<file path="config.mk">
export PLATFORM = sky130hd
export DESIGN_NAME = mario_motion
export DESIGN_NICKNAME = d
export VERILOG_FILES = /design/src/rtl/mario_pkg.sv /design/src/rtl/mario_gravity.sv /design/src/rtl/mario_motion.sv
export SDC_FILE = /design/constraint.sdc
export NUM_CORES = 1
export LEC_CHECK = 0
export ABC_AREA = 1
export CAP_MARGIN = 20
export CELL_PAD_IN_SITES_DETAIL_PLACEMENT = 0
export CELL_PAD_IN_SITES_GLOBAL_PLACEMENT = 1
export CORE_MARGIN = 3
export CORE_UTILIZATION = 30
export DETAILED_ROUTE_END_ITERATION = 10
export MAX_ROUTING_LAYER = met4
export PLACE_DENSITY = 0.75
export SYNTH_ARGS = -nofsm -noshare
export SYNTH_HDL_FRONTEND = slang
export SYNTH_SLANG_ARGS = --single-unit
</file>
<file path="constraint.sdc">
create_clock -name frame_clk -period 3.1 [get_ports frame_clk]
set_input_delay 0.465 -clock frame_clk [delete_from_list [all_inputs] [get_ports frame_clk]]
set_output_delay 0.465 -clock frame_clk [all_outputs]
set_load 0.05 [all_outputs]
</file>
<file path="src/rtl/mario_pkg.sv">
// Shared types and default physics constants for the player-motion controller.
package mario_pkg;

    typedef enum logic [1:0] {
        GROUND = 2'd0,
        RISE   = 2'd1,
        FALL   = 2'd2,
        DEAD   = 2'd3
    } motion_state_t;

    // How the velocity/gravity unit updates on the coming edge.
    typedef enum logic [1:0] {
        G_CLEAR = 2'd0,
        G_JUMP  = 2'd1,
        G_STOP  = 2'd2,
        G_RUN   = 2'd3
    } grav_mode_t;

    localparam logic [7:0] KEYC_LEFT  = 8'h04;
    localparam logic [7:0] KEYC_RIGHT = 8'h07;
    localparam logic [7:0] KEYC_JUMP  = 8'h1A;

    localparam int DEF_POS_W          = 10;
    localparam int DEF_V_W            = 6;
    localparam int DEF_SIZE           = 16;
    localparam int DEF_X_START        = 464;
    localparam int DEF_Y_START        = 50;
    localparam int DEF_X_MAX          = 639;
    localparam int DEF_WALK_SPEED     = 2;
    localparam int DEF_JUMP_V         = 9;
    localparam int DEF_JUMP_CUT       = 3;
    localparam int DEF_GRAV_DIV       = 6;
    localparam int DEF_TERMINAL_V     = 4;
    localparam int DEF_Y_KILL         = 480;
    localparam int DEF_RESPAWN_X      = 50;
    localparam int DEF_RESPAWN_Y      = 50;
    localparam int DEF_RESPAWN_FRAMES = 60;

    function automatic logic [7:0] sat_inc8(input logic [7:0] v);
        return (v == 8'hFF) ? v : v + 8'd1;
    endfunction

endpackage

</file>
<file path="src/rtl/mario_gravity.sv">
// Vertical velocity register with divided gravity, terminal clamp and jump cut.
module mario_gravity
    import mario_pkg::*;
#(
    parameter int V_W        = DEF_V_W,
    parameter int GRAV_DIV   = DEF_GRAV_DIV,
    parameter int TERMINAL_V = DEF_TERMINAL_V,
    parameter int JUMP_V     = DEF_JUMP_V,
    parameter int JUMP_CUT   = DEF_JUMP_CUT
) (
    input  logic                  frame_clk,
    input  logic                  Reset,
    input  grav_mode_t            i_mode,
    input  logic                  i_cut,
    output logic signed [V_W-1:0] o_vel_y,
    output logic                  o_run_nonneg
);

    localparam int C_W = (GRAV_DIV > 1) ? $clog2(GRAV_DIV) : 1;
    localparam logic signed [V_W-1:0] VEL_TERM = V_W'(TERMINAL_V);
    localparam logic signed [V_W-1:0] VEL_JUMP = V_W'(-JUMP_V);
    localparam logic signed [V_W-1:0] VEL_CUT  = V_W'(-JUMP_CUT);
    localparam logic signed [V_W-1:0] VEL_ONE  = V_W'(1);

    logic [C_W-1:0]        r_cnt;
    logic signed [V_W-1:0] r_vel;
    logic                  w_wrap;
    logic [C_W-1:0]        w_cnt_adv;
    logic signed [V_W-1:0] w_vel_cut;
    logic signed [V_W-1:0] w_vel_run;

    assign w_wrap       = (r_cnt == C_W'(GRAV_DIV - 1));
    assign w_cnt_adv    = w_wrap ? '0 : r_cnt + C_W'(1);
    assign o_vel_y      = r_vel;
    assign o_run_nonneg = ~w_vel_run[V_W-1];

    // Velocity a free-flight frame would produce: cut first, then gravity on wrap.
    always_comb begin
        w_vel_cut = r_vel;
        w_vel_run = r_vel;
        if (i_cut && (r_vel < VEL_CUT)) begin
            w_vel_cut = VEL_CUT;
        end else begin
            w_vel_cut = r_vel;
        end
        if (w_wrap) begin
            w_vel_run = (w_vel_cut >= VEL_TERM) ? VEL_TERM : w_vel_cut + VEL_ONE;
        end else begin
            w_vel_run = w_vel_cut;
        end
    end

    // Gravity divider and velocity register.
    always_ff @(posedge frame_clk) begin
        if (Reset) begin
            r_cnt <= '0;
            r_vel <= '0;
        end else begin
            case (i_mode)
                G_JUMP: begin
                    r_cnt <= '0;
                    r_vel <= VEL_JUMP;
                end
                G_STOP: begin
                    r_cnt <= w_cnt_adv;
                    r_vel <= '0;
                end
                G_RUN: begin
                    r_cnt <= w_cnt_adv;
                    r_vel <= w_vel_run;
                end
                default: begin
                    r_cnt <= '0;
                    r_vel <= '0;
                end
            endcase
        end
    end

endmodule

</file>
<file path="src/rtl/mario_motion.sv">
// Per-frame player motion: ground/rise/fall/dead FSM with clamped position,
// surface snapping, kill line and timed respawn.
module mario_motion
    import mario_pkg::*;
#(
    parameter int         POS_W          = DEF_POS_W,
    parameter int         V_W            = DEF_V_W,
    parameter int         SIZE           = DEF_SIZE,
    parameter int         X_START        = DEF_X_START,
    parameter int         Y_START        = DEF_Y_START,
    parameter int         X_MAX          = DEF_X_MAX,
    parameter int         WALK_SPEED     = DEF_WALK_SPEED,
    parameter int         JUMP_V         = DEF_JUMP_V,
    parameter int         JUMP_CUT       = DEF_JUMP_CUT,
    parameter int         GRAV_DIV       = DEF_GRAV_DIV,
    parameter int         TERMINAL_V     = DEF_TERMINAL_V,
    parameter int         Y_KILL         = DEF_Y_KILL,
    parameter int         RESPAWN_X      = DEF_RESPAWN_X,
    parameter int         RESPAWN_Y      = DEF_RESPAWN_Y,
    parameter int         RESPAWN_FRAMES = DEF_RESPAWN_FRAMES,
    parameter logic [7:0] KEY_LEFT       = KEYC_LEFT,
    parameter logic [7:0] KEY_RIGHT      = KEYC_RIGHT,
    parameter logic [7:0] KEY_JUMP       = KEYC_JUMP
) (
    input  logic                  frame_clk,
    input  logic                  Reset,
    input  logic [7:0]            keycode,
    input  logic                  hit_up,
    input  logic                  hit_down,
    input  logic                  hit_left,
    input  logic                  hit_right,
    input  logic [POS_W-1:0]      floor_y,
    output logic [POS_W-1:0]      pos_x,
    output logic [POS_W-1:0]      pos_y,
    output logic signed [V_W-1:0] vel_y,
    output logic [1:0]            state,
    output logic                  facing_left,
    output logic                  dead,
    output logic [7:0]            death_count
);

    localparam int S_W = POS_W + 1;
    localparam int T_W = (RESPAWN_FRAMES > 2) ? $clog2(RESPAWN_FRAMES) : 1;
    localparam logic [POS_W-1:0]        X_LIM   = POS_W'(X_MAX - SIZE + 1);
    localparam logic [POS_W:0]          X_LIM_W = (POS_W + 1)'(X_MAX - SIZE + 1);
    localparam logic [POS_W-1:0]        WALK    = POS_W'(WALK_SPEED);
    localparam logic [POS_W-1:0]        KILL_Y  = POS_W'(Y_KILL);
    localparam logic signed [S_W-1:0]   SIZE_S  = S_W'(SIZE);

    motion_state_t         r_state;
    logic [POS_W-1:0]      r_pos_x;
    logic [POS_W-1:0]      r_pos_y;
    logic                  r_facing;
    logic                  r_dead;
    logic [7:0]            r_death_count;
    logic [T_W-1:0]        r_timer;
    logic                  r_jump_prev;

    logic                  w_jump_pressed;
    logic                  w_kill;
    logic                  w_run_nonneg;
    logic                  w_cut;
    grav_mode_t            w_mode;
    grav_mode_t            w_grav_mode;
    motion_state_t         w_state_nxt;
    logic [POS_W-1:0]      w_pos_y_nxt;
    logic [POS_W-1:0]      w_pos_x_nxt;
    logic                  w_facing_nxt;
    logic signed [S_W-1:0] w_y_move;
    logic signed [S_W-1:0] w_y_snap;
    logic [POS_W:0]        w_x_add;

    assign w_jump_pressed = (keycode == KEY_JUMP) && !r_jump_prev;
    assign w_kill         = (r_state != DEAD) && (r_pos_y > KILL_Y);
    assign w_y_move       = $signed({1'b0, r_pos_y}) + S_W'(vel_y);
    assign w_y_snap       = $signed({1'b0, floor_y}) - SIZE_S;
    assign w_x_add        = {1'b0, r_pos_x} + {1'b0, WALK};
    assign w_grav_mode    = (w_kill || (r_state == DEAD)) ? G_CLEAR : w_mode;

    mario_gravity #(
        .V_W        (V_W),
        .GRAV_DIV   (GRAV_DIV),
        .TERMINAL_V (TERMINAL_V),
        .JUMP_V     (JUMP_V),
        .JUMP_CUT   (JUMP_CUT)
    ) u_gravity (
        .frame_clk    (frame_clk),
        .Reset        (Reset),
        .i_mode       (w_grav_mode),
        .i_cut        (w_cut),
        .o_vel_y      (vel_y),
        .o_run_nonneg (w_run_nonneg)
    );

    // Vertical next-state; any negative row clamps to 0 and drops into FALL.
    always_comb begin
        w_state_nxt = r_state;
        w_pos_y_nxt = r_pos_y;
        w_mode      = G_CLEAR;
        w_cut       = 1'b0;
        case (r_state)
            GROUND: begin
                if (w_jump_pressed) begin
                    w_state_nxt = RISE;
                    w_mode      = G_JUMP;
                end else if (!hit_down) begin
                    w_state_nxt = FALL;
                end else begin
                    w_state_nxt = GROUND;
                end
            end
            RISE: begin
                w_cut = (keycode != KEY_JUMP);
                if (w_y_move[S_W-1]) begin
                    w_pos_y_nxt = '0;
                    w_mode      = G_STOP;
                    w_state_nxt = FALL;
                end else begin
                    w_pos_y_nxt = w_y_move[POS_W-1:0];
                    if (hit_up) begin
                        w_mode      = G_STOP;
                        w_state_nxt = FALL;
                    end else begin
                        w_mode      = G_RUN;
                        w_state_nxt = w_run_nonneg ? FALL : RISE;
                    end
                end
            end
            FALL: begin
                if (hit_down && !vel_y[V_W-1]) begin
                    if (w_y_snap[S_W-1]) begin
                        w_pos_y_nxt = '0;
                        w_mode      = G_STOP;
                        w_state_nxt = FALL;
                    end else begin
                        w_pos_y_nxt = w_y_snap[POS_W-1:0];
                        w_mode      = G_CLEAR;
                        w_state_nxt = GROUND;
                    end
                end else if (w_y_move[S_W-1]) begin
                    w_pos_y_nxt = '0;
                    w_mode      = G_STOP;
                    w_state_nxt = FALL;
                end else begin
                    w_pos_y_nxt = w_y_move[POS_W-1:0];
                    w_mode      = G_RUN;
                    w_state_nxt = FALL;
                end
            end
            default: begin
                w_mode = G_CLEAR;
            end
        endcase
    end

    // Horizontal walk with screen clamps; a blocked key still turns the sprite.
    always_comb begin
        w_pos_x_nxt  = r_pos_x;
        w_facing_nxt = r_facing;
        if (keycode == KEY_LEFT) begin
            w_facing_nxt = 1'b1;
            if (!hit_left) begin
                w_pos_x_nxt = (r_pos_x >= WALK) ? r_pos_x - WALK : '0;
            end else begin
                w_pos_x_nxt = r_pos_x;
            end
        end else if (keycode == KEY_RIGHT) begin
            w_facing_nxt = 1'b0;
            if (!hit_right) begin
                w_pos_x_nxt = (w_x_add > X_LIM_W) ? X_LIM : w_x_add[POS_W-1:0];
            end else begin
                w_pos_x_nxt = r_pos_x;
            end
        end else begin
            w_pos_x_nxt  = r_pos_x;
            w_facing_nxt = r_facing;
        end
    end

    // Motion FSM and registered outputs: dead handling, then kill, then normal motion.
    always_ff @(posedge frame_clk) begin
        if (Reset) begin
            r_state       <= FALL;
            r_pos_x       <= POS_W'(X_START);
            r_pos_y       <= POS_W'(Y_START);
            r_facing      <= 1'b0;
            r_dead        <= 1'b0;
            r_death_count <= 8'd0;
            r_timer       <= '0;
            r_jump_prev   <= 1'b0;
        end else begin
            r_jump_prev <= (keycode == KEY_JUMP);
            if (r_state == DEAD) begin
                if (r_timer == '0) begin
                    r_state <= FALL;
                    r_pos_x <= POS_W'(RESPAWN_X);
                    r_pos_y <= POS_W'(RESPAWN_Y);
                    r_dead  <= 1'b0;
                end else begin
                    r_timer <= r_timer - T_W'(1);
                end
            end else if (w_kill) begin
                r_state       <= DEAD;
                r_dead        <= 1'b1;
                r_timer       <= T_W'(RESPAWN_FRAMES - 1);
                r_death_count <= sat_inc8(r_death_count);
            end else begin
                r_state  <= w_state_nxt;
                r_pos_y  <= w_pos_y_nxt;
                r_pos_x  <= w_pos_x_nxt;
                r_facing <= w_facing_nxt;
            end
        end
    end

    assign pos_x       = r_pos_x;
    assign pos_y       = r_pos_y;
    assign state       = r_state;
    assign facing_left = r_facing;
    assign dead        = r_dead;
    assign death_count = r_death_count;

endmodule

</file>
Word-level counts from Yosys, hierarchy flattened
Index checks and enable logic that the tools add are counted.
- bits of input ports: 24
- output and inout port bits: 38
- bits in registers: 48
- equality and inequality tests: 18
- bitwise operators: 4
- order comparisons: 5
- reduce and logical (&&, ||, !) cells: 23
- multiplexer cells: 46
- add/subtract/negate cells: 8
- operators by type and width (cell ; count):
    $mux 10 ; 14
    $mux 6 ; 6
    $mux 2 ; 12
    $pmux 10 s2 ; 1
    $eq 8x3->1 const B ; 2
    $pmux 2 s3 ; 2
    $pmux 6 s2 ; 1
    $add 10x2->11 const B ; 1
    $add 11x6->11 ; 1
    $gt 11x10->1 const B ; 1
    $sub 10x5->11 const B ; 1
    $ge 10x2->1 const B ; 1
    $gt 10x9->1 const B ; 1
    $mux 1 ; 10
    $sub 10x2->10 const B ; 1
    $reduce_and 3->1 ; 3
    $add 8x1->8 const B ; 1
    $eq 2x2->1 const B ; 4
    $eq 8x5->1 const B ; 1
    $eq 8x8->1 const B ; 1
    $ne 8x5->1 const B ; 1
    $add 6x2->6 const B ; 1
    $ge 6x4->1 const B ; 1
    $logic_not 6->1 ; 1
    other kinds (21) ; 35

Longest topological paths before layout
Gate-level depths: netlist (run 1).
- depth after elaboration: 13
- gate-level depth with buffers: 15

Cells and area by module
Synthesis (run 1) repeated with hierarchy kept, for this count alone.
- cell total of the unflattened synthesis: 616
- area, all modules: 3868.7 um2
- modules (own cells, without submodules) (module ; cells an instance ; instances ; area each (um2)):
    mario_motion ; 539 ; 1 ; 3337.0
    mario_gravity ; 77 ; 1 ; 531.8

Worst setup path before layout (run 1)
No wires, ideal clock.
- kind: register to register
- start: register u_gravity.r_vel[5], in the netlist u_gravity.o_vel_y[5]
- end: register u_gravity.r_vel[2], in the netlist u_gravity.o_vel_y[2]
- period minus slack after synthesis: 2.277 ns
- data arrival time: 2.207 ns
- required time: 3.030 ns
- cell stages (with the launch flop): 13
- buffers on the path: 0
- path slack: 0.823 ns
- cell sequence: dfxtp_1 ha_1 nand2_1 inv_1 a21oi_1 nand3_1 nand2_1 nand2_4 nor2_4 nand2_1 o211ai_2 nand3_2 a21oi_1
- word-level cells in the longest chain between the ends: 7
- elaborated cells between the ends (all ways): 18
- those cells by class: 2 x add/sub; 2 x order compare; 2 x eq/ne; 9 x mux; 3 x reduce/logical
- ends and longest elaborated chain (element ; line ; text):
    start, declared ; mario_gravity.sv:26 ; logic signed [V_W-1:0] r_vel;
    start signal, assigned ; mario_gravity.sv:70 ; r_vel <= w_vel_run;
    $lt 6x3->1, or another cell as far along ; mario_gravity.sv:41 ; if (i_cut && (r_vel < VEL_CUT)) begin
    $logic_and 1x1->1, or another cell as far along ; mario_gravity.sv:41 ;
    $mux 6 / $mux 2 (equally long branches) ; mario_gravity.sv:41, mario_motion.sv:130 ;
    $add 6x2->6, or another cell as far along ; mario_gravity.sv:47 ; w_vel_run = (w_vel_cut >= VEL_TERM) ? VEL_TERM : w_vel_cut + VEL_ONE;
    $mux 6 / $mux 2 (equally long branches) ; mario_gravity.sv:47, mario_motion.sv:78 ;
    $mux 6, or another cell as far along ; mario_gravity.sv:46 ; if (w_wrap) begin
    $pmux 6 s2 (*) ; mario_gravity.sv:59 ; case (i_mode)
Every way passes the cells marked *; elsewhere a longest branch is shown, timed or not.
A chain may end at the register's enable or synchronous reset.

Final worst setup path (run 1)
- start: register u_gravity.r_vel[5], in the netlist u_gravity.o_vel_y[5]
- end: register u_gravity.r_vel[5], in the netlist u_gravity.o_vel_y[5]
The elaborated chain is that of the path after synthesis.

==> results by group, run 1 <==
Run status
  • Status: finished, final reports clean

Clock network
  • Worst skew pair latency: 0.28 ns
  • Hold buffers post-CTS: 0
  • Clock Pin Slew Worst Setup and Hold Paths: roughly 0.060 ns
  • TritonCTS Buffers: 5
  • Root buffer cell: clkbuf_16
  • CTS Sinks: 47
  • CTS tree: done
  • Post-CTS Setup Inserts: 0
  • Clk buf depth: 2
  • CTS H-tree depth: 2
  • Post-cts repair resize count: 0

Synth
  • Main synth FF type: dfxtp_1
  • Post-synth EDFFs: 0
  • Netlist cell types: 51
  • Yosys Warn Count: 0
  • Post-Syn Nets: 607
  • Area contributors post-synth: dfxtp_1 (26%), nand2_1 (12%), ha_1 (8.5%)
  • Post-synth top area share: 25.5%
  • Cell Area, Synth: 0.00369 mm²
  • Synth async-reset ratio: 0%
  • Seq/Total Area, Yosys: 25.5%
  • Mapped Cells: approximately 560
  • Synthesized flop and latch total: 47
  • Synth area leader: dfxtp_1
  • Syn avg cell area: 6.62 µm²

Detailed routing
  • WL/cell: about 13 µm
  • First DRT Iteration DRCs: 179
  • TritonRoute pass-1 iters: 5
  • DR vias: 3,704
  • Post-Route WL: 9960 µm
  • DRC Markers: 0
  • Post-DR vias/cell: 4.87
  • Routed Antenna Nets: 0

Setup path
  • CP max FO: 10
  • CP Launch Type: flop
  • Kind of critical path: flop to flop
  • Crit. End Element: flop
  • CP max stage delay: 0.59 ns
  • CP Cell Sequence: ha_1, nand2_1, nand2_1, a21oi_1, nand3_1, nand2_1, nand2_4, nor2_4, nand2_1, o211ai_2, nand3_2, a21oi_1
  • Critical Path AT: 2.56 ns
  • Slowest-stage cell, CP: dfxtp_1
  • Most frequent CP cell: nand2_1
  • Required time worst endpoint: 3.31 ns

Power
  • Leak: 2.03 nW
  • PD cells: 849 mW/mm²
  • Overall power: 3.88 mW
  • Worst vdd ir: 0.285 mV

Job
  • Max Cap Viol: 0

Floorplan
  • Starting Density: 31.5%
  • Row cnt: 39
  • Die Wd: 117 µm
  • Core Area: approximately 0.012 mm²
  • Die footprint: ~0.014 mm²
  • IO Pins: 62
  • DIE HEIGHT: 117 µm

Final layout
  • Synth-to-layout area growth: 24.1%
  • Nets: 667
  • Commonest non-fill, non-tap cells in the layout: nand2_1 (122), inv_1 (70), clkdlybuf4s50_1 (60), nor2_1 (55), dfxtp_1 (47)
  • Most common cell after layout, fill and taps aside: nand2_1
  • Ant diodes: 0
  • Post-Layout Inst Area: about 0.0046 mm²
  • Layout cell share with drive strength beyond 1: under 10%

Global route
  • Grt total ovfl: 0
  • First-pass GRT wire length: between 15,000 and 20,000 µm
  • GRT Total Usage: 15.6%
  • Largest net degree at the start of global routing: 23
  • Antenna violations before repair: 0
  • Vias in the first global route: 3,457

STA
  • Endpoints failing hold: 0
  • Slew at the pin closest to its max-slew limit: 0.538 ns
  • Fin crit share: approximately 76%
  • Max Slew Vio Count: 0
  • Setup TNS Final: 0 ns
  • Final setup violation count: 0
  • F_max: around 0.43 GHz
  • RSZ-0062 raised after global routing: no
  • Max-slew headroom: 63.9%
  • Fin crit period: 2.34 ns
  • Layout Skew: 0.00839 ns

Worst hold path
  • Hold WC Path Type: flop to flop

Placement
  • DP HPWL: 7820 µm
  • Cell Area, Placed: 0.00443 mm²
  • Routability cong.: between 0.8 and 0.9
  • # port buffers: 60
[per-stage QoR]
stage / cells / utilization (%) / hold slack (ns) / worst slack (ns)
after CTS: 760 / 39.0 / 0.461 / 0.774
after detailed placement: 753 / 37.8 / 0.446 / 0.527
after global routing: 760 / 39.0 / 0.486 / 0.574
after floorplan: 557 / - / 0.421 / 0.823
final: 760 / 39.0 / 0.452 / 0.755
after global placement: 753 / 37.8 / 0.431 / 0.614
[cell families after synthesis]
group	share of synthesized area (%)
xor+xnor	5.47
simple gates	35.8
flops	25.5
compound gates	14.6
other cells	0.102
buf+inv	9.47
fa+ha+maj	9.03
[area by class of cell]
| class | instances | area (µm²) |
|---|---|---|
| Clock buffer | 6 | 139 |
| Fill cell | 1277 | 7140 |
| Inverter | 81 | 305 |
| Tap cell | 143 | 179 |
| Clock inverter | 1 | 5.00 |
| Multi-Input combinational cell | 421 | 2400 |
| Sequential cell | 47 | 941 |
| Timing Repair Buffer | 61 | 608 |
[where the power goes]
part,switching [mW],total (mW),internal [mW]
combinational,1.54,2.35,0.820
sequential,0.217,0.986,0.769
clock,0.227,0.543,0.315
total,1.98,3.88,1.90
[critical path, delay by kind of cell, from the launching register on]
family,cells,cell delay (ns)
compound gates,3,0.47
fa+ha+maj,1,0.37
flops,1,0.59
simple gates,8,0.84
[synthesized netlist by cell type (2+ instances only)]
cell type	number
nand3_2	5
nand2_1	122
dfxtp_1	47
buf_2	2
nand3_1	42
nand2_2	10
clkbuf_1	3
nor2_1	55
o22ai_1	4
nand2_4	2
a31oi_1	3
xnor2_1	8
o21bai_1	2
o21ai_0	22
inv_1	70
buf_4	3
ha_1	25
nor2_4	4
or2_1	2
inv_2	9
o21ai_1	5
a21oi_1	45
xor2_1	15
nor3_1	11
o211ai_1	3
nor2_2	4
nand4_1	10
[per-layer routing]
metal  part of all wire, %  track usage, %  vias to the layer above  wire length (µm)
li1                      -               -                     1940                 -
met1                    49            20.6                     1675              4850
met2                    47            25.5                       81              4630
met3                   3.9            2.31                        8               385
met4                  0.89            3.21                        0                89
met5                     0               -                        -                 0
[flip-flops by register name, summed over array words and instances, names as in the netlist]
name	flops
pos_y	10
pos_x	9
death_count	8
r_timer	6
u_gravity.o_vel_y	6
u_gravity.r_cnt	3
state	2
dead	1
facing_left	1
r_jump_prev	1
[worst paths after layout]
| kind | startpoint | end | slack [ns] | depth (start not counted) |
|---|---|---|---|---|
| max | u_gravity.o_vel_y[5] | u_gravity.o_vel_y[5] | 0.76 | 12 |
| max reg2reg | u_gravity.o_vel_y[5] | u_gravity.o_vel_y[5] | 0.76 | 12 |
| min reg2reg | u_gravity.r_cnt[0] | u_gravity.r_cnt[0] | 0.45 | 1 |
| min | u_gravity.r_cnt[0] | u_gravity.r_cnt[0] | 0.45 | 1 |
Note: power is estimated with default switching activity, not from simulation.
==> run 2, diff against run 1 <==
--- a/config.mk
+++ b/config.mk
@@ -13,7 +13,7 @@
 export CORE_UTILIZATION = 30
 export DETAILED_ROUTE_END_ITERATION = 10
 export MAX_ROUTING_LAYER = met4
-export PLACE_DENSITY = 0.75
+export PLACE_DENSITY = 0.78
 export SYNTH_ARGS = -nofsm -noshare
 export SYNTH_HDL_FRONTEND = slang
 export SYNTH_SLANG_ARGS = --single-unit
==> constraint.sdc (replaced) <==
create_clock -name frame_clk -period 2 [get_ports frame_clk]
set_input_delay 0.3 -clock frame_clk [delete_from_list [all_inputs] [get_ports frame_clk]]
set_output_delay 0.3 -clock frame_clk [all_outputs]
set_load 0.05 [all_outputs]
==> run 2 against run 1 <==
  * Clock power up 77%
  * Clock-buffer cell count grew 1
  * Clock skew is 0.0014 ns higher
  * Worst setup slack got worse by 0.75 ns
  * Register-to-register slack worse by 0.75 ns
  * Non-clock buffer count is 74 higher
  * Via count up 9.6%
  * Die area stayed put
  * Combinational power increased by 110%
  * First-iteration DRC count up 15%
  * Hold slack better by 0.0039 ns
  * Sequential cell count stayed put
  * Largest cell class unchanged
  * Largest power group unchanged
==> results by group, run 2 (same netlist as run 1, synthesis figures left out) <==
Setup path
  • Required time worst endpoint: 2.23 ns (-1.08 ns)
  • Path depth of the worst reg2reg path: 12 (unchanged)
  • CP max FO: 7 (-3)
  • Worst R2R Setup Slack: 0.007 ns (-0.75 ns)
  • Critical Path AT: 2.22 ns (-0.34 ns)
  • RR Endpoint: u_gravity.o_vel_y[5]
  • Crit. End Element: flop
  • Worst r2r src: u_gravity.o_vel_y[5]
  • CP startpoint: u_gravity.o_vel_y[5]
  • Kind of critical path: flop to flop
  • CP Launch Type: flop

STA
  • Setup WS post-layout: 0.00714 ns (-0.748 ns)
  • Slew at the pin closest to its max-slew limit: 0.547 ns (+0.00905 ns)
  • Fin crit share: 99.6% (+24 points)
  • F_max: 0.502 GHz (+18%)
  • Max Slew Vio Count: 0 (unchanged)
  • Fin crit period: 1.99 ns (-0.352 ns)
  • Final setup violation count: 0 (unchanged)
  • Max-slew headroom: 63.3% (-0.61 points)
  • Endpoints failing hold: 0 (unchanged)
  • RSZ-0062 raised after global routing: yes
  • Layout Skew: 0.00981 ns (+0.00142 ns)

Floorplan
  • Die Wd: 117 µm (unchanged)
  • Core Area: 0.0117 mm² (unchanged)
  • Row cnt: 39 (unchanged)
  • IO Pins: 62 (unchanged)
  • DIE HEIGHT: 117 µm (unchanged)
  • Die footprint: 0.0137 mm² (unchanged)
  • Starting Density: 31.5% (unchanged)

Clock network
  • CTS H-tree depth: 2 (unchanged)
  • CTS tree: done
  • TritonCTS Buffers: 5 (unchanged)
  • Worst skew pair latency: 0.29 ns (about the same)
  • CTS Sinks: 47 (unchanged)
  • Clk buf depth: 2 (unchanged)
  • Root buffer cell: clkbuf_16
  • Clock Pin Slew Worst Setup and Hold Paths: 0.07 ns (about the same)
  • Hold buffers post-CTS: 0 (unchanged)

Final layout
  • Nets: 741 (+11%)
  • Max reg flops: 10 (unchanged)
  • Ant diodes: 0 (unchanged)
  • Register area: 973 µm² (+3.5%)
  • Synth-to-layout area growth: 49.6%
  • Post-Layout Inst Area: 0.00552 mm² (+21%)
  • Commonest non-fill, non-tap cells in the layout: nand2_1 (110), buf_4 (74), inv_1 (66), clkdlybuf4s50_1 (56), nor2_1 (48)
  • Most common cell after layout, fill and taps aside: nand2_1
  • Area of the multi-input gates: 0.00270 mm² (+13%)
  • Fillers: 1,172 (-8.2%)
  • Layout cell share with drive strength beyond 1: 28.8% (+20 points)
  • Non-Filler Instances: 835 (+9.9%)

Placement
  • Routability cong.: 0.926 (+6.6%)
  • # port buffers: 60 (unchanged)
  • Cell Area, Placed: 0.00493 mm² (+11%)
  • Placed Instances: 815 (+8.2%)
  • Dpl ws: -0.325 ns (-0.852 ns)
  • DP HPWL: 8660 µm (+11%)

Detailed routing
  • Routed Antenna Nets: 0 (unchanged)
  • Post-DR vias/cell: 4.86 (-0.23%)
  • WL/cell: 13.7 µm (+4.3%)
  • First DRT Iteration DRCs: 206 (+15%)
  • DRC Markers: 0 (unchanged)
  • DR vias: 4,060 (+9.6%)
  • TritonRoute pass-1 iters: 4 (-1)
  • Post-Route WL: 11,400 µm (+15%)

Power
  • Overall power: 7.42 mW (+91%)
  • Clock power frac: 13.0% (-1.0 points)
  • Sequential Power Share: 20.6% (-4.8 points)
  • Leak: 2.49 nW (+23%)
  • Comb power frac: 66.4% (+5.8 points)
  • PD cells: 1350 mW/mm² (+58%)
  • Net Sw Frac: 48.0% (-3.0 points)
  • Internal power: 3.86 mW (+100%)
  • Switch Pwr: 3.56 mW (+80%)
  • Worst vdd ir: 0.521 mV (+83%)

Global route
  • GRT Total Usage: 17.4% (+1.8 points)
  • Grt total ovfl: 0 (unchanged)
  • Vias in the first global route: 3,931 (+14%)
  • First-pass GRT wire length: 18,600 µm (+12%)
  • Largest net degree at the start of global routing: 22 (-4.3%)
  • Antenna violations before repair: 0 (unchanged)

Worst hold path
  • Hold Path Origin: u_gravity.r_cnt[0]
  • Hold WC Path Type: flop to flop
  • Worst hold stages: 1 (unchanged)
  • Hold Crit Endpoint: u_gravity.r_cnt[0]

Job
  • Max Cap Viol: 0 (unchanged)

Run status
  • Status: finished, final reports clean
-- run 2: final cells by class --
cell class	count	share of cell area, %
multi-input combinational	421	49.0
inverter	81	5.69
clock inverter	1	0.544
sequential	47	17.6
tap	143	3.24
clock buffer	7	2.40
timing repair buffer	135	21.4
-- run 2: how the worst max path moves through the flow --
stage                            to  slack, ns  cells past startpoint
5_1_grt        u_gravity.o_vel_y[4]      -0.09                     12
4_1_cts        u_gravity.o_vel_y[3]      0.006                     13
3_3_place_gp   u_gravity.o_vel_y[4]      -0.24                     15
6_report       u_gravity.o_vel_y[5]      0.007                     12
2_1_floorplan  u_gravity.o_vel_y[4]      0.006                     14
3_5_place_dp   u_gravity.o_vel_y[4]      -0.32                     15
-- run 2: stage by stage --
| stage | utilization (%) | hold slack (ns) | TNS (ns) |
|---|---|---|---|
| detailed placement | 42.1 | 0.441 | -2.94 |
| finish | 47.1 | 0.456 | 0 |
| floorplan | - | 0.421 | 0 |
| global placement | 42.1 | 0.433 | -2.27 |
| global route | 47.1 | 0.485 | -0.671 |
| CTS | 44.3 | 0.457 | 0 |
-- run 2: repair_timing --
item,in CTS,in global routing
cloned,0,0
setup buffers,1,11
pin swaps,2,24
setup endpoints to repair,12,29
resized for setup,14,62
-- run 2: power groups by stage --
| stage | logic (mW) | registers [mW] | clock network [mW] |
|---|---|---|---|
| after floorplan | 2.12 | 2.13 | 0 |
| after global placement | 4.28 | 1.49 | 0 |
| after detailed placement | 4.30 | 1.50 | 0 |
| after CTS | 4.43 | 1.51 | 1.00 |
| after global routing | 5.37 | 1.57 | 1.04 |
| final | 4.93 | 1.53 | 0.963 |
-- run 2: worst max-delay path: stages (launching register included) --
cell	delay, ns
dfxtp_4	0.48
ha_4	0.27
a21oi_4	0.16
nand2_2	0.09
nand2_4	0.08
nand3_2	0.08
nand2_2	0.09
nand2_4	0.08
nor2_4	0.14
nand2_2	0.08
o211ai_4	0.10
nand3_4	0.15
a21oi_2	0.13
-- run 2: layer usage --
| metal | share of wire (%) | wire (µm) | GRT usage, % |
|---|---|---|---|
| met5 | 0 | 0 | - |
| met4 | 1.6 | 182 | 4.59 |
| met3 | 3.4 | 384 | 2.31 |
| met2 | 48 | 5430 | 29.3 |
| met1 | 47 | 5420 | 21.9 |
==> run 3, diff against run 2 <==
--- a/config.mk
+++ b/config.mk
@@ -12,6 +12,7 @@
 export CORE_MARGIN = 3
 export CORE_UTILIZATION = 30
 export DETAILED_ROUTE_END_ITERATION = 10
+export GPL_TIMING_DRIVEN = 0
 export MAX_ROUTING_LAYER = met4
 export PLACE_DENSITY = 0.78
 export SYNTH_ARGS = -nofsm -noshare
==> run 3 against run 2 <==
  * Wire length fell by 6.6%
  * Critical endpoint is now pos_y[9]
  * Hold slack got worse by 0.063 ns
  * Clock skew decreased by 0.0035 ns
  * First-iteration DRC count unchanged
  * Sequential share of layout area is 1.4 points higher
==> results by group, run 3 (same netlist as run 1, synthesis figures left out) <==
Run status
  • Status: finished, final reports clean

STA
  • Fin crit share: 98.9% (-0.79 points)
  • Fin crit period: 1.98 ns (-0.0157 ns)
  • Max Slew Vio Count: 0 (unchanged)
  • Layout Skew: 0.00635 ns (-0.00346 ns)
  • Endpoints failing hold: 0 (unchanged)
  • RSZ-0062 raised after global routing: yes
  • Hold_ws: 0.394 ns (-0.0625 ns)
  • Setup WS post-layout: 0.0229 ns (+0.0157 ns)
  • F_max: 0.506 GHz (+0.79%)
  • Slew at the pin closest to its max-slew limit: 0.583 ns (+0.0357 ns)
  • Max-slew headroom: 61.1% (-2.2 points)
  • Final setup violation count: 0 (unchanged)

Setup path
  • CP max stage delay: 0.38 ns (-0.10 ns)
  • Crit path depth: 11 (-1)
  • Worst R2R Setup Slack: 0.02 ns (+0.02 ns)
  • CP Launch Type: flop
  • CP startpoint: pos_y[0]
  • Crit. End Element: flop
  • CP max FO: 6 (-1)
  • Most frequent CP cell: nand2_1
  • Delay-heaviest family, CP: simple AND/OR/NAND/NOR gates
  • Worst path buffer plus inverter count: 0 (unchanged)
  • Kind of critical path: flop to flop
  • Critical Path AT: 2.19 ns (-0.03 ns)
  • Path depth of the worst reg2reg path: 11 (-1)
  • Required time worst endpoint: 2.21 ns (-0.02 ns)
  • CP Cell Sequence: ha_4, fa_2, nand3_4, nand3_2, nand2_2, nand2_4, nor2_8, nand2_1, o22ai_1, nand2_1, a21oi_1
  • Slowest-stage cell, CP: fa_2
  • Worst r2r src: pos_y[0]

Detailed routing
  • Routed Antenna Nets: 0 (unchanged)
  • Post-DR vias/cell: 4.83 (-0.58%)
  • Wire length on met1: 5170 µm (-4.6%)
  • Met2 Wirelength: 5090 µm (-6.2%)
  • Post-Route WL: 10,700 µm (-6.6%)
  • WL/cell: 13.6 µm (-0.48%)
  • First DRT Iteration DRCs: 206 (unchanged)
  • WL met3: 350 µm (-8.9%)
  • DR vias: 3,790 (-6.7%)
  • DRC Markers: 0 (unchanged)
  • TritonRoute pass-1 iters: 4 (unchanged)
  • Highest Signal Layer: met4

Clock network
  • Clk buf depth: 2 (unchanged)
  • TritonCTS Buffers: 5 (unchanged)
  • CTS H-tree depth: 2 (unchanged)
  • Hold buffers post-CTS: 0 (unchanged)
  • Root buffer cell: clkbuf_16
  • Worst skew pair latency: 0.29 ns (about the same)
  • CTS tree: done
  • CTS Sinks: 47 (unchanged)
  • Clock Pin Slew Worst Setup and Hold Paths: 0.06 ns (about the same)

Power
  • Worst vdd ir: 0.528 mV (+1.4%)
  • PD cells: 1310 mW/mm² (-2.3%)
  • Leak: 2.22 nW (-11%)

Floorplan
  • Die Wd: 117 µm (unchanged)
  • IO Pins: 62 (unchanged)
  • Core Area: 0.0117 mm² (unchanged)
  • Die footprint: 0.0137 mm² (unchanged)
  • Row cnt: 39 (unchanged)
  • Starting Density: 31.5% (unchanged)
  • DIE HEIGHT: 117 µm (unchanged)

Placement
  • Dpl ws: -0.505 ns (-0.181 ns)
  • Routability cong.: 0.894 (-3.5%)
  • DP HPWL: 8120 µm (-6.2%)
  • # port buffers: 60 (unchanged)

Final layout
  • Layout cell share with drive strength beyond 1: 22.8% (-6.0 points)
  • Most common cell after layout, fill and taps aside: nand2_1
  • Max reg flops: 10 (unchanged)
  • Synth-to-layout area growth: 39.4%
  • Nets: 690 (-6.9%)
  • Commonest non-fill, non-tap cells in the layout: nand2_1 (113), inv_1 (67), clkdlybuf4s50_1 (56), nor2_1 (49), nand3_1 (38)
  • Ant diodes: 0 (unchanged)

Global route
  • Grt total ovfl: 0 (unchanged)
  • Largest net degree at the start of global routing: 15 (-32%)
  • Vias in the first global route: 3,642 (-7.4%)
  • GRT Total Usage: 15.8% (-1.6 points)
  • First-pass GRT wire length: 17,000 µm (-8.4%)
  • Antenna violations before repair: 0 (unchanged)

Worst hold path
  • Hold Path Origin: floor_y[4]
  • Worst hold stages: 4 (+3)
  • Hold WC Path Type: input port to flop

Job
  • Max Cap Viol: 0 (unchanged)
-- run 3: changes by cell type in the layout (fill, tap and decap cells not counted), moves of 4 or more --
cell,change
a21oi_1,-4
a21oi_2,+4
buf_4,-55
nand2_4,-4
-- run 3: worst register-to-register path: cells and delay by family, from the launching register on --
kind | cells | cell delay, ns
AOI/OAI and AO/OA | 2 | 0.25
DFF | 1 | 0.37
and+or+nand+nor | 7 | 0.72
adders and majority gates | 2 | 0.56
-- run 3: worst paths after layout --
| check | to |
|---|---|
| max | pos_y[9] |
| min | pos_y[4] |
| max reg2reg | pos_y[9] |
| min reg2reg | u_gravity.r_cnt[0] |
-- run 3: what timing repair did --
| item | 4_1_cts | 5_1_grt |
|---|---|---|
| pin swaps | 6 | 12 |
| setup endpoints to repair | 17 | 30 |
| setup buffers | 7 | 9 |
| gates resized for setup | 21 | 61 |
-- run 3: final cells by class --
cell class | instances | area (µm²)
clock buffer | 6 | 129
tap | 143 | 179
fill | 1225 | 6570
inverter | 81 | 313
buffer | 8 | 43.8
clock inverter | 2 | 12.5
sequential | 47 | 981
multi-input combinational | 421 | 2750
timing repair buffer | 76 | 731
-- run 3: stage by stage --
stage                     utilization [%]  setup TNS [ns]  power (mW)  instances  cell area [µm²]
final                                43.9               0        6.76        784             5140
after global routing                 43.9          -0.784        7.27        784             5140
after CTS                            41.1               0        6.31        775             4810
after detailed placement             38.4           -5.13        5.25        760             4500
after global placement               38.4           -4.57        5.22        760             4500
after floorplan                         -               0        4.25        557             3720
-- run 3: power breakdown --
group,internal [mW],switching (mW),total [mW]
combinational,1.66,2.66,4.32
clock,0.462,0.359,0.821
sequential,1.24,0.377,1.62
-- run 3: layer usage --
metal | track usage (%) | vias to the layer above
li1 | - | 1981
met4 | 2.52 | 0
met5 | - | -
met2 | 25.8 | 67
met3 | 2.31 | 4
met1 | 21.2 | 1738
